**src/rtl/r5p_trace_encoder_pkg.sv**
```systemverilog
// Shared types for the R5P retired-instruction trace encoder.
// Holds the record layout, the size encoding and the opcode-size helper.
package r5p_trace_encoder_pkg;

  localparam int unsigned XLEN = 32;
  localparam int unsigned GNUM = 32;
  localparam int unsigned GLOG = $clog2(GNUM);

  // Instruction size in bytes; SizNone only appears in an all-zero record.
  typedef enum logic [2:0] {
    SizNone = 3'd0,
    Siz2    = 3'd2,
    Siz4    = 3'd4
  } siz_e;

  typedef struct packed {
    logic [XLEN-1:0] pc;
    logic [31:0]     ins;
    siz_e            siz;
    logic            gpr_vld;
    logic [GLOG-1:0] gpr_idx;
    logic [XLEN-1:0] gpr_dat;
    logic            mem_vld;
    logic            mem_wen;
    logic [XLEN-1:0] mem_adr;
    logic [XLEN-1:0] mem_dat;
  } rec_t;

  function automatic siz_e opsiz(logic [31:0] ins);
    return (ins[1:0] == 2'b11) ? Siz4 : Siz2;
  endfunction

endpackage

```
**src/rtl/r5p_trace_encoder_if.sv**
```systemverilog
// Valid/ready record stream from the trace encoder toward a trace sink.
interface r5p_trace_encoder_if;
  import r5p_trace_encoder_pkg::*;

  logic vld;
  logic rdy;
  rec_t rec;

  modport master (output vld, output rec, input rdy);
  modport slave  (input vld, input rec, output rdy);

endinterface

```
**src/rtl/r5p_trace_encoder_fifo.sv**
```systemverilog
// Synchronous record FIFO; pointers carry an extra wrap bit to tell full from empty.
module r5p_trace_encoder_fifo #(
  parameter int unsigned Depth = 8,
  parameter int unsigned Width = 8
) (
  input  logic             clk_i,
  input  logic             rst_ni,
  input  logic             push_i,
  input  logic [Width-1:0] wdata_i,
  input  logic             pop_i,
  output logic [Width-1:0] rdata_o,
  output logic             full_o,
  output logic             empty_o
);

  localparam int unsigned Aw = $clog2(Depth);

  logic [Width-1:0] mem_q [Depth];
  logic [Aw:0]      wptr_q, rptr_q;

  assign empty_o = (wptr_q == rptr_q);
  assign full_o  = (wptr_q[Aw] != rptr_q[Aw]) && (wptr_q[Aw-1:0] == rptr_q[Aw-1:0]);
  // Zero when empty so the stream output is clean out of reset.
  assign rdata_o = empty_o ? '0 : mem_q[rptr_q[Aw-1:0]];

  always_ff @(posedge clk_i or negedge rst_ni) begin
    if (!rst_ni) begin
      wptr_q <= '0;
      rptr_q <= '0;
    end else begin
      if (push_i) wptr_q <= wptr_q + (Aw+1)'(1);
      if (pop_i)  rptr_q <= rptr_q + (Aw+1)'(1);
    end
  end

  always_ff @(posedge clk_i) begin
    if (push_i) mem_q[wptr_q[Aw-1:0]] <= wdata_i;
  end

endmodule

```
**src/rtl/r5p_trace_encoder.sv**
```systemverilog
// Retired-instruction trace encoder: assembles one record per fetched instruction
// from IFU/LSU/GPR activity, buffers closed records and streams them to a sink.
module r5p_trace_encoder
  import r5p_trace_encoder_pkg::*;
#(
  parameter int unsigned Depth = 8,
  parameter bit          LsuEn = 1'b1,
  parameter int unsigned CntW  = 32
) (
  input  logic                clk_i,
  input  logic                rst_ni,
  input  logic                en_i,
  input  logic                ifu_trn_i,
  input  logic [XLEN-1:0]     ifu_adr_i,
  input  logic [31:0]         ifu_rdt_i,
  input  logic                lsu_trn_i,
  input  logic                lsu_wen_i,
  input  logic [XLEN-1:0]     lsu_adr_i,
  input  logic [XLEN-1:0]     lsu_wdt_i,
  input  logic [XLEN-1:0]     lsu_rdt_i,
  input  logic                gpr_wen_i,
  input  logic [GLOG-1:0]     gpr_wid_i,
  input  logic [XLEN-1:0]     gpr_wdt_i,
  r5p_trace_encoder_if.master trc,
  output logic [CntW-1:0]     cnt_ret_o,
  output logic [CntW-1:0]     cnt_drp_o,
  output logic                ovf_o
);

  rec_t            rec_q, rec_d, cur_rec;
  logic            open_q, open_d;
  logic            ifu_pend_q;
  logic [XLEN-1:0] ifu_adr_q;
  logic            lsu_pend_q, lsu_wen_q;
  logic [XLEN-1:0] lsu_adr_q, lsu_wdt_q;
  logic [CntW-1:0] cnt_ret_q, cnt_drp_q;
  logic            ovf_q;
  logic            fetch_rsp, close, pop, push, drop, fifo_full, fifo_empty;
  logic [$bits(rec_t)-1:0] fifo_rdata;

  always_comb begin
    // Open record with this cycle's events merged; a closing record takes them too.
    cur_rec = rec_q;
    if (gpr_wen_i && (gpr_wid_i != '0)) begin
      cur_rec.gpr_vld = 1'b1;
      cur_rec.gpr_idx = gpr_wid_i;
      cur_rec.gpr_dat = gpr_wdt_i;
    end
    if (lsu_pend_q) begin
      cur_rec.mem_vld = 1'b1;
      cur_rec.mem_wen = lsu_wen_q;
      cur_rec.mem_adr = lsu_adr_q;
      cur_rec.mem_dat = lsu_wen_q ? lsu_wdt_q : lsu_rdt_i;
    end

    fetch_rsp = ifu_pend_q && en_i;
    close     = open_q && (fetch_rsp || !en_i);

    open_d = open_q;
    rec_d  = rec_q;
    if (fetch_rsp) begin
      open_d      = 1'b1;
      rec_d       = '0;
      rec_d.pc    = ifu_adr_q;
      rec_d.siz   = opsiz(ifu_rdt_i);
      rec_d.ins   = (rec_d.siz == Siz4) ? ifu_rdt_i : {16'h0000, ifu_rdt_i[15:0]};
    end else if (!en_i) begin
      open_d = 1'b0;
    end else if (open_q) begin
      rec_d = cur_rec;
    end
  end

  assign pop  = trc.vld && trc.rdy;
  assign push = close && (!fifo_full || pop);
  assign drop = close && fifo_full && !pop;

  always_ff @(posedge clk_i or negedge rst_ni) begin
    if (!rst_ni) begin
      ifu_pend_q <= 1'b0;
      ifu_adr_q  <= '0;
      lsu_pend_q <= 1'b0;
      lsu_wen_q  <= 1'b0;
      lsu_adr_q  <= '0;
      lsu_wdt_q  <= '0;
      open_q     <= 1'b0;
      rec_q      <= '0;
      cnt_ret_q  <= '0;
      cnt_drp_q  <= '0;
      ovf_q      <= 1'b0;
    end else begin
      ifu_pend_q <= ifu_trn_i;
      if (ifu_trn_i) ifu_adr_q <= ifu_adr_i;
      lsu_pend_q <= lsu_trn_i && LsuEn;
      if (lsu_trn_i) begin
        lsu_wen_q <= lsu_wen_i;
        lsu_adr_q <= lsu_adr_i;
        lsu_wdt_q <= lsu_wdt_i;
      end
      open_q <= open_d;
      rec_q  <= rec_d;
      if (close) cnt_ret_q <= cnt_ret_q + CntW'(1);
      if (drop) begin
        cnt_drp_q <= cnt_drp_q + CntW'(1);
        ovf_q     <= 1'b1;
      end
    end
  end

  r5p_trace_encoder_fifo #(
    .Depth (Depth),
    .Width ($bits(rec_t))
  ) u_fifo (
    .clk_i   (clk_i),
    .rst_ni  (rst_ni),
    .push_i  (push),
    .wdata_i (cur_rec),
    .pop_i   (pop),
    .rdata_o (fifo_rdata),
    .full_o  (fifo_full),
    .empty_o (fifo_empty)
  );

  assign trc.vld   = !fifo_empty;
  assign trc.rec   = rec_t'(fifo_rdata);
  assign cnt_ret_o = cnt_ret_q;
  assign cnt_drp_o = cnt_drp_q;
  assign ovf_o     = ovf_q;

endmodule
```
**src/flat_wrapper.sv**
```systemverilog
// flat-port wrapper written by rule: the top's interface ports become plain ports
module r5p_trace_encoder_flat import r5p_trace_encoder_pkg::*;
#(
  parameter int unsigned Depth = 8,
  parameter bit          LsuEn = 1'b1,
  parameter int unsigned CntW  = 32
)
  (clk_i, rst_ni, en_i, ifu_trn_i, ifu_adr_i, ifu_rdt_i, lsu_trn_i, lsu_wen_i, lsu_adr_i, lsu_wdt_i, lsu_rdt_i, gpr_wen_i, gpr_wid_i, gpr_wdt_i, cnt_ret_o, cnt_drp_o, ovf_o, trc_vld, trc_rec, trc_rdy);
  r5p_trace_encoder_if trc_i ();
  input  logic clk_i;
  input  logic rst_ni;
  input  logic en_i;
  input  logic ifu_trn_i;
  input  logic [XLEN-1:0] ifu_adr_i;
  input  logic [31:0] ifu_rdt_i;
  input  logic lsu_trn_i;
  input  logic lsu_wen_i;
  input  logic [XLEN-1:0] lsu_adr_i;
  input  logic [XLEN-1:0] lsu_wdt_i;
  input  logic [XLEN-1:0] lsu_rdt_i;
  input  logic gpr_wen_i;
  input  logic [GLOG-1:0] gpr_wid_i;
  input  logic [XLEN-1:0] gpr_wdt_i;
  output logic [CntW-1:0] cnt_ret_o;
  output logic [CntW-1:0] cnt_drp_o;
  output logic ovf_o;
  output wire logic [$bits(trc_i.vld)-1:0] trc_vld;
  output wire logic [$bits(trc_i.rec)-1:0] trc_rec;
  input wire logic [$bits(trc_i.rdy)-1:0] trc_rdy;
  assign trc_vld = trc_i.vld;
  assign trc_rec = trc_i.rec;
  assign trc_i.rdy = trc_rdy;
  r5p_trace_encoder #(.Depth(Depth), .LsuEn(LsuEn), .CntW(CntW)) u_core (.clk_i(clk_i), .rst_ni(rst_ni), .en_i(en_i), .ifu_trn_i(ifu_trn_i), .ifu_adr_i(ifu_adr_i), .ifu_rdt_i(ifu_rdt_i), .lsu_trn_i(lsu_trn_i), .lsu_wen_i(lsu_wen_i), .lsu_adr_i(lsu_adr_i), .lsu_wdt_i(lsu_wdt_i), .lsu_rdt_i(lsu_rdt_i), .gpr_wen_i(gpr_wen_i), .gpr_wid_i(gpr_wid_i), .gpr_wdt_i(gpr_wdt_i), .trc(trc_i), .cnt_ret_o(cnt_ret_o), .cnt_drp_o(cnt_drp_o), .ovf_o(ovf_o));
endmodule
```
**config.mk**
```make
export PLATFORM = sky130hd
export DESIGN_NAME = r5p_trace_encoder_flat
export DESIGN_NICKNAME = d
export VERILOG_FILES = /design/src/rtl/r5p_trace_encoder_pkg.sv /design/src/rtl/r5p_trace_encoder_if.sv /design/src/rtl/r5p_trace_encoder_fifo.sv /design/src/rtl/r5p_trace_encoder.sv /design/src/flat_wrapper.sv
export SDC_FILE = /design/constraint.sdc
export NUM_CORES = 2
export LEC_CHECK = 0
export CAP_MARGIN = 20
export CORE_ASPECT_RATIO = 1.2
export CORE_MARGIN = 2
export CORE_UTILIZATION = 59
export DETAILED_ROUTE_END_ITERATION = 6
export PLACE_DENSITY = 0.82
export SYNTH_ARGS = -nofsm -noshare
export SYNTH_HDL_FRONTEND = slang
export SYNTH_SLANG_ARGS = --single-unit
```
**constraint.sdc**
```tcl
create_clock -name clk_i -period 28.1 [get_ports clk_i]
set_clock_uncertainty 0.2 [all_clocks]
set_input_delay 5.62 -clock clk_i [delete_from_list [all_inputs] [get_ports clk_i]]
set_output_delay 5.62 -clock clk_i [all_outputs]
set_load 0.005 [all_outputs]
```
# After elaboration in Yosys (flattened, before gate mapping)
# Memories as Yosys holds them, arrays and structs flattened.
# Cells that the tools add are included.
[totals]
regBits = 344
latch_bits = 0
ram_bits = 1368
romBits = 0
inputBits = 205
out_inout_bits = 237
word_cells = 64
mem_count = 1
[mem_list]
columns = ["memory", "words", "word_bits", "read_ports", "rd_ports_with_merged_regs", "wr", "line", "text"]
rows = [
  ["u_core.u_fifo.mem_q", 8, 171, 1, 0, 1, "r5p_trace_encoder_fifo.sv:18", "logic [Width-1:0] mem_q [Depth];"],
]
[classes]
add_sub_neg = 4
mul = 0
div_mod_pow = 0
magnitude_cmp = 0
n_eq_ne = 6
shifts = 0
muxes = 13
n_bitwise = 0
n_reduce_logical = 18
[ops]
columns = ["operator", "count"]
rows = [
  ["$mux W171", 3],
  ["$mux W104", 1],
  ["$mux W66", 1],
  ["$add A32 B1 Y32 const B", 2],
  ["$mux W32", 2],
  ["$mux W38", 1],
  ["$add A4 B1 Y4 const B", 2],
  ["$logic_and A1 B1 Y1", 8],
  ["$reduce_bool A5 Y1", 1],
  ["$eq A4 B4 Y1", 1],
  ["$logic_not A1 Y1", 4],
  ["$mux W1", 4],
  ["$reduce_bool A2 Y1", 2],
  ["$eq A3 B3 Y1", 1],
  ["$eq A3 B3 Y1 const B", 1],
  ["$mux W3", 1],
  ["$eq A2 B2 Y1 const B", 1],
  ["$logic_or A1 B1 Y1", 2],
  ["$ne A2 B1 Y1 const B", 1],
  ["$reduce_and A2 Y1", 1],
  ["$ne A1 B1 Y1", 1],
]

# Logic depth before layout (Yosys ltp)
[logic_depth]
ltp_word = 7
mapped_depth = 8

# Modules after synthesis
# From an unflattened synthesis, not the netlist that was laid out.
[unflattened]
cells_unflattened = 3847
hier_area_um2 = 67518.5
[modules_own_cells]
columns = ["mod", "instances", "cells_per_inst", "area_each_um2"]
rows = [
  ["r5p_trace_encoder_fifo", 1, 2783, 53379.9],
  ["r5p_trace_encoder", 1, 1064, 14138.6],
]

# Worst setup path after synthesis
# OpenSTA, ideal clock, no wires.
[synth_path]
kind = "input -> register"
start = "in en_i"
end = "mem u_core.u_fifo.mem_q[2][0] (netlist name) (enable)"
setup_ps = 1175
arrival_time_ps = 23685
t_required_ps = 26725
path_slack_ps = 3040
cell_stages = 6
path_cell_list = "buf_6 nand2b_1 and2_1 clkbuf_1 o21ai_1 nor4b_1"
[synth_via]
elab_chain_len = 6
word_cells_on_any_way = 7
[synth_lines]
columns = ["item", "line", "text"]
rows = [
  ["from (decl)", "flat_wrapper.sv:12", "input logic en_i;"],
  ["$logic_and A1 B1 Y1 / $logic_not A1 Y1 (equally long branches)", "r5p_trace_encoder.sv:56, r5p_trace_encoder.sv:57", ""],
  ["$logic_or A1 B1 Y1 *", "r5p_trace_encoder.sv:57", "close = open_q && (fetch_rsp || !en_i);"],
  ["$logic_and A1 B1 Y1 *", "r5p_trace_encoder.sv:57", ""],
  ["$logic_and A1 B1 Y1 *", "r5p_trace_encoder.sv:75", "assign push = close && (!fifo_full || pop);"],
  ["$mux W1 *", "r5p_trace_encoder_fifo.sv:37", "if (push_i) mem_q[wptr_q[Aw-1:0]] <= wdata_i;"],
  ["$mux W1 (implied by the code) *", "r5p_trace_encoder_fifo.sv:37", ""],
  ["to (decl)", "r5p_trace_encoder_fifo.sv:18", ""],
]
# Mark *: on every way between the ends. The rest lies on a longest branch, timed or not.

# Final worst setup path
[layout_path]
start = "reg u_core.u_fifo.rptr_q[0]"
end = "out trc_rec[84]"
[layout_via]
elab_chain_len = 2
word_cells_on_any_way = 3
[layout_lines]
columns = ["item", "line", "text"]
rows = [
  ["from (decl)", "r5p_trace_encoder_fifo.sv:19", "logic [Aw:0] wptr_q, rptr_q;"],
  ["from (signal assigned)", "r5p_trace_encoder_fifo.sv:32", "if (pop_i) rptr_q <= rptr_q + (Aw+1)'(1);"],
  ["$mem_v2 Z8 W171 / $eq A4 B4 Y1 (equally long branches)", "--", ""],
  ["$mux W171 *", "r5p_trace_encoder_fifo.sv:24", "assign rdata_o = empty_o ? '0 : mem_q[rptr_q[Aw-1:0]];"],
  ["to (decl)", "flat_wrapper.sv:28", "output wire logic [$bits(trc_i.rec)-1:0] trc_rec;"],
]
# Marks and branches as above.

==> results.md <==
- Fill count: 6634
- Ys flop type: edfxtp_1
- Vias: ~34000
- Crit start category: register
- Synth top area share: 0.617
- Slowest stage delay, CP: 1.09 ns
- Total power draw: 7430 uW
- Static Leak: between 0.02 and 0.03 uW
- First-pass GRT wire length: between 200 and 250 mm
- Synth cell types: 45
- Die height: approximately 370 um
- Synth async-reset ratio: 0.201
- Flop-to-flop setup slack: about 24 ns
- TritonCTS sink count: ~1700
- Io pins: about 440
- Rows: approximately 130
- Worst r2r src: u_core.u_fifo.rptr_q[0]
- Total iterations of the first detailed-routing run: 7
- Endpoints failing hold: 0
- Post-CTS Hold Buffers: 0
- GRT Total Usage: 0.269
- Root Driver: clkbuf_16
- Final instance area: 0.0772 sq mm
- Area of the die: between 0.1 and 0.15 sq mm
- Worst path required time: between 20 and 25 ns
- Port-buffer cells: 440
- CP delay by family, top: buffers and inverters
- Outcome: finished, final reports clean
- Met1 global-route usage: 0.350
- Synthesis warning total: 0
- Area of the core: between 0.1 and 0.15 sq mm
- Worst EP arrival: roughly 5.7 ns
- Seq cells post-synth: approximately 1700
- Largest net degree at the start of global routing: 176
- Post-DRT Antenna Nets: 0
- Nets: 3946
- GP Congestion: between 0.7 and 0.8
- Reg2Reg Capture Point: u_core.u_fifo.rptr_q[1]
- Slew Limit Headroom: 0.182
- Vias in the first global route: 35400
- Slew @ Worst Pin: between 1 and 1.5 ns
- CTS HTree Levels: 4
- Worst Path Buf+Inv: 4
- GR peak layer: met2
- Grt met2 use: 0.448
- R2R depth: 7
- Setup crit end kind: primary output
- Cell count along the critical path: 7
- Synth cell count leaders: edfxtp_1, dfrtp_1, mux4_2
- Synth Area per Inst: 20.2 sq um
- Worst-path cell chain: buf_4 -> buf_4 -> buf_4 -> mux4_2 -> mux2i_1 -> nor2_1 -> clkdlybuf4s50_1
- Max Buffers Root-to-Sink: 3
- Final worst-path cycle share: 0.410
- RSZ-0062 raised after global routing: false
- CTS tree: done
- VDD IR max: ~0.095 mV
- Worst Setup SP: u_core.u_fifo.rptr_q[0]
- GR Layer Usage met3: 0.0576
- Global route overflow: 0
- Initial DRC Count: 3324
- Crit Path Max Fanout: 49
- Final setup violation count: 0
- Reg clk slew, reported paths: around 0.060 ns
- Cts repair resizes: 0
- Hold WC Path Type: reg -> reg
- Crit-path slowest cell: dfrtp_4
- Die W: between 300 and 400 um
- Mapped Nets: between 3000 and 4000
- Vias per inst: 6.32
- Final hold slack: 0.266 ns
- CP dominant cell by count: buf_4
- Most common cell in the netlist: edfxtp_1
- Crit path to: trc_rec[84]
- Type of the worst setup path: reg -> out
- Placement Cell Area: slightly above 0.07 sq mm
- Routed wire per std cell: about 28 um
- EDFF count, synth: between 1000 and 1500
- CTS Buf Count: between 150 and 200
- Routed wire length: roughly 150 mm
- Setup repair bufs after CTS: 0
- Placed wire-length estimate: roughly 82 mm
- DR DRC count: 0
- Tmin final: between 10 and 15 ns
- Slew Limit Fails: 0
- Share of layout cells above drive strength 1: 0.227
- Initial antenna violation count: 8
- Max-cap violation count: 0
- Clock Latency Late Sink: just under 0.8 ns
- Fin Setup TNS: 0 ns
- Area leader, netlist: edfxtp_1
- Max Freq: between 80 and 90 MHz
- PwrDens: 96.4 mW/mm^2
- Mapped Area: 0.0661 sq mm
- P&R area growth vs syn: 16.6%
- Synthesized netlist cell count: 3270
- Most area-consuming cells after synthesis: edfxtp_1, dfrtp_1, mux4_2
- Seq/Total Area, Yosys: 0.747
- Initial Util: 0.595
==> per-stage QoR <==
| stage | worst slack [ns] | utilization | cells |
|---|---|---|---|
| 2_1_floorplan | 3.04 | - | 3270 |
| 3_3_place_gp | 17.27 | 0.649 | 5072 |
| 3_5_place_dp | 17.16 | 0.649 | 5072 |
| 4_1_cts | 16.30 | 0.694 | 5361 |
| 5_1_grt | 16.02 | 0.694 | 5364 |
| 6_report | 16.57 | 0.694 | 5368 |
==> layer usage <==
layer | up-vias | routed length [um]
met5 | - | 45
met4 | 8 | 5250
met3 | 315 | 13100
met2 | 1725 | 77100
met1 | 17800 | 56700
li1 | 14100 | -
==> registers in the layout, summed over array words and instances, names as in the netlist <==
register              cells
u_core.open_q             1
u_core.lsu_adr_q         32
u_core.rec_q            104
u_core.u_fifo.rptr_q      4
u_core.u_fifo.wptr_q      4
u_core.cnt_ret_o         32
u_core.cur_rec           66
u_core.cnt_drp_o         32
u_core.lsu_pend_q         1
u_core.u_fifo.mem_q    1360
u_core.ifu_adr_q         32
u_core.lsu_wen_q          1
u_core.ovf_o              1
u_core.ifu_pend_q         1
u_core.lsu_wdt_q         32
==> cells in the final DEF (no fill, tap or decap), types with 13 or more instances in the layout <==
cell type / Yosys / layout
dfrtp_1: 343 / 337
xnor2_1: 34 / 34
xor2_1: 38 / 38
clkbuf_16: 0 / 162
a21oi_1: 34 / 34
clkdlybuf4s50_1: 0 / 437
clkinv_2: 0 / 30
a32o_1: 70 / 70
mux2_2: 212 / 212
nand2_1: 37 / 35
a22o_1: 53 / 53
mux4_2: 340 / 340
edfxtp_1: 1360 / 1360
mux2i_1: 202 / 202
nor2_1: 224 / 221
clkbuf_1: 103 / 51
clkbuf_8: 0 / 13
buf_4: 1 / 58
nand3_1: 25 / 25
==> worst min path at each step <==
stage                     depth (start not counted)                    to  slack [ns]                  from
final                                             1  u_core.cnt_ret_o[31]        0.27  u_core.cnt_ret_o[31]
after global routing                              1          u_core.ovf_o        0.29          u_core.ovf_o
after CTS                                         1  u_core.cnt_ret_o[31]        0.27  u_core.cnt_ret_o[31]
after detailed placement                          1  u_core.cnt_ret_o[31]        0.26  u_core.cnt_ret_o[31]
after global placement                            1          u_core.ovf_o        0.25          u_core.ovf_o
after floorplan                                   1     u_core.rec_q[103]        0.26     u_core.rec_q[103]
==> power breakdown <==
| group | switching (uW) | internal (uW) |
|---|---|---|
| logic | 1070 | 1150 |
| clock network | 903 | 1160 |
| registers | 160 | 2990 |
| total | 2140 | 5300 |
==> cell type report <==
cell class | instances | area, sq um | share of cell area
Inverter | 11 | 41.3 | 0.000535
Multi-Input combinational cell | 1363 | 15900 | 0.206
Clock inverter | 63 | 554 | 0.00718
Tap cell | 1496 | 1870 | 0.0243
Sequential cell | 1703 | 49400 | 0.641
Clock buffer | 226 | 4420 | 0.0573
Antenna cell | 6 | 15.0 | 0.000195
Timing Repair Buffer | 500 | 4880 | 0.0633
==> logic make-up (layout without fill, tap and decap cells) <==
logic type | count (synthesis) | after routing | synth area share
AO/OA/AOI/OAI | 169 | 169 | 0.0215
XOR/XNOR | 72 | 72 | 0.00953
adder cells (fa/ha/maj) | 4 | 4 | 0.000757
buffers and inverters | 204 | 800 | 0.0132
flip-flops | 1703 | 1703 | 0.747
multiplexers | 754 | 754 | 0.182
other | 1 | 7 | 0.0000567
AND/OR/NAND/NOR | 363 | 363 | 0.0253
Note: power is estimated with default switching activity, not from simulation.
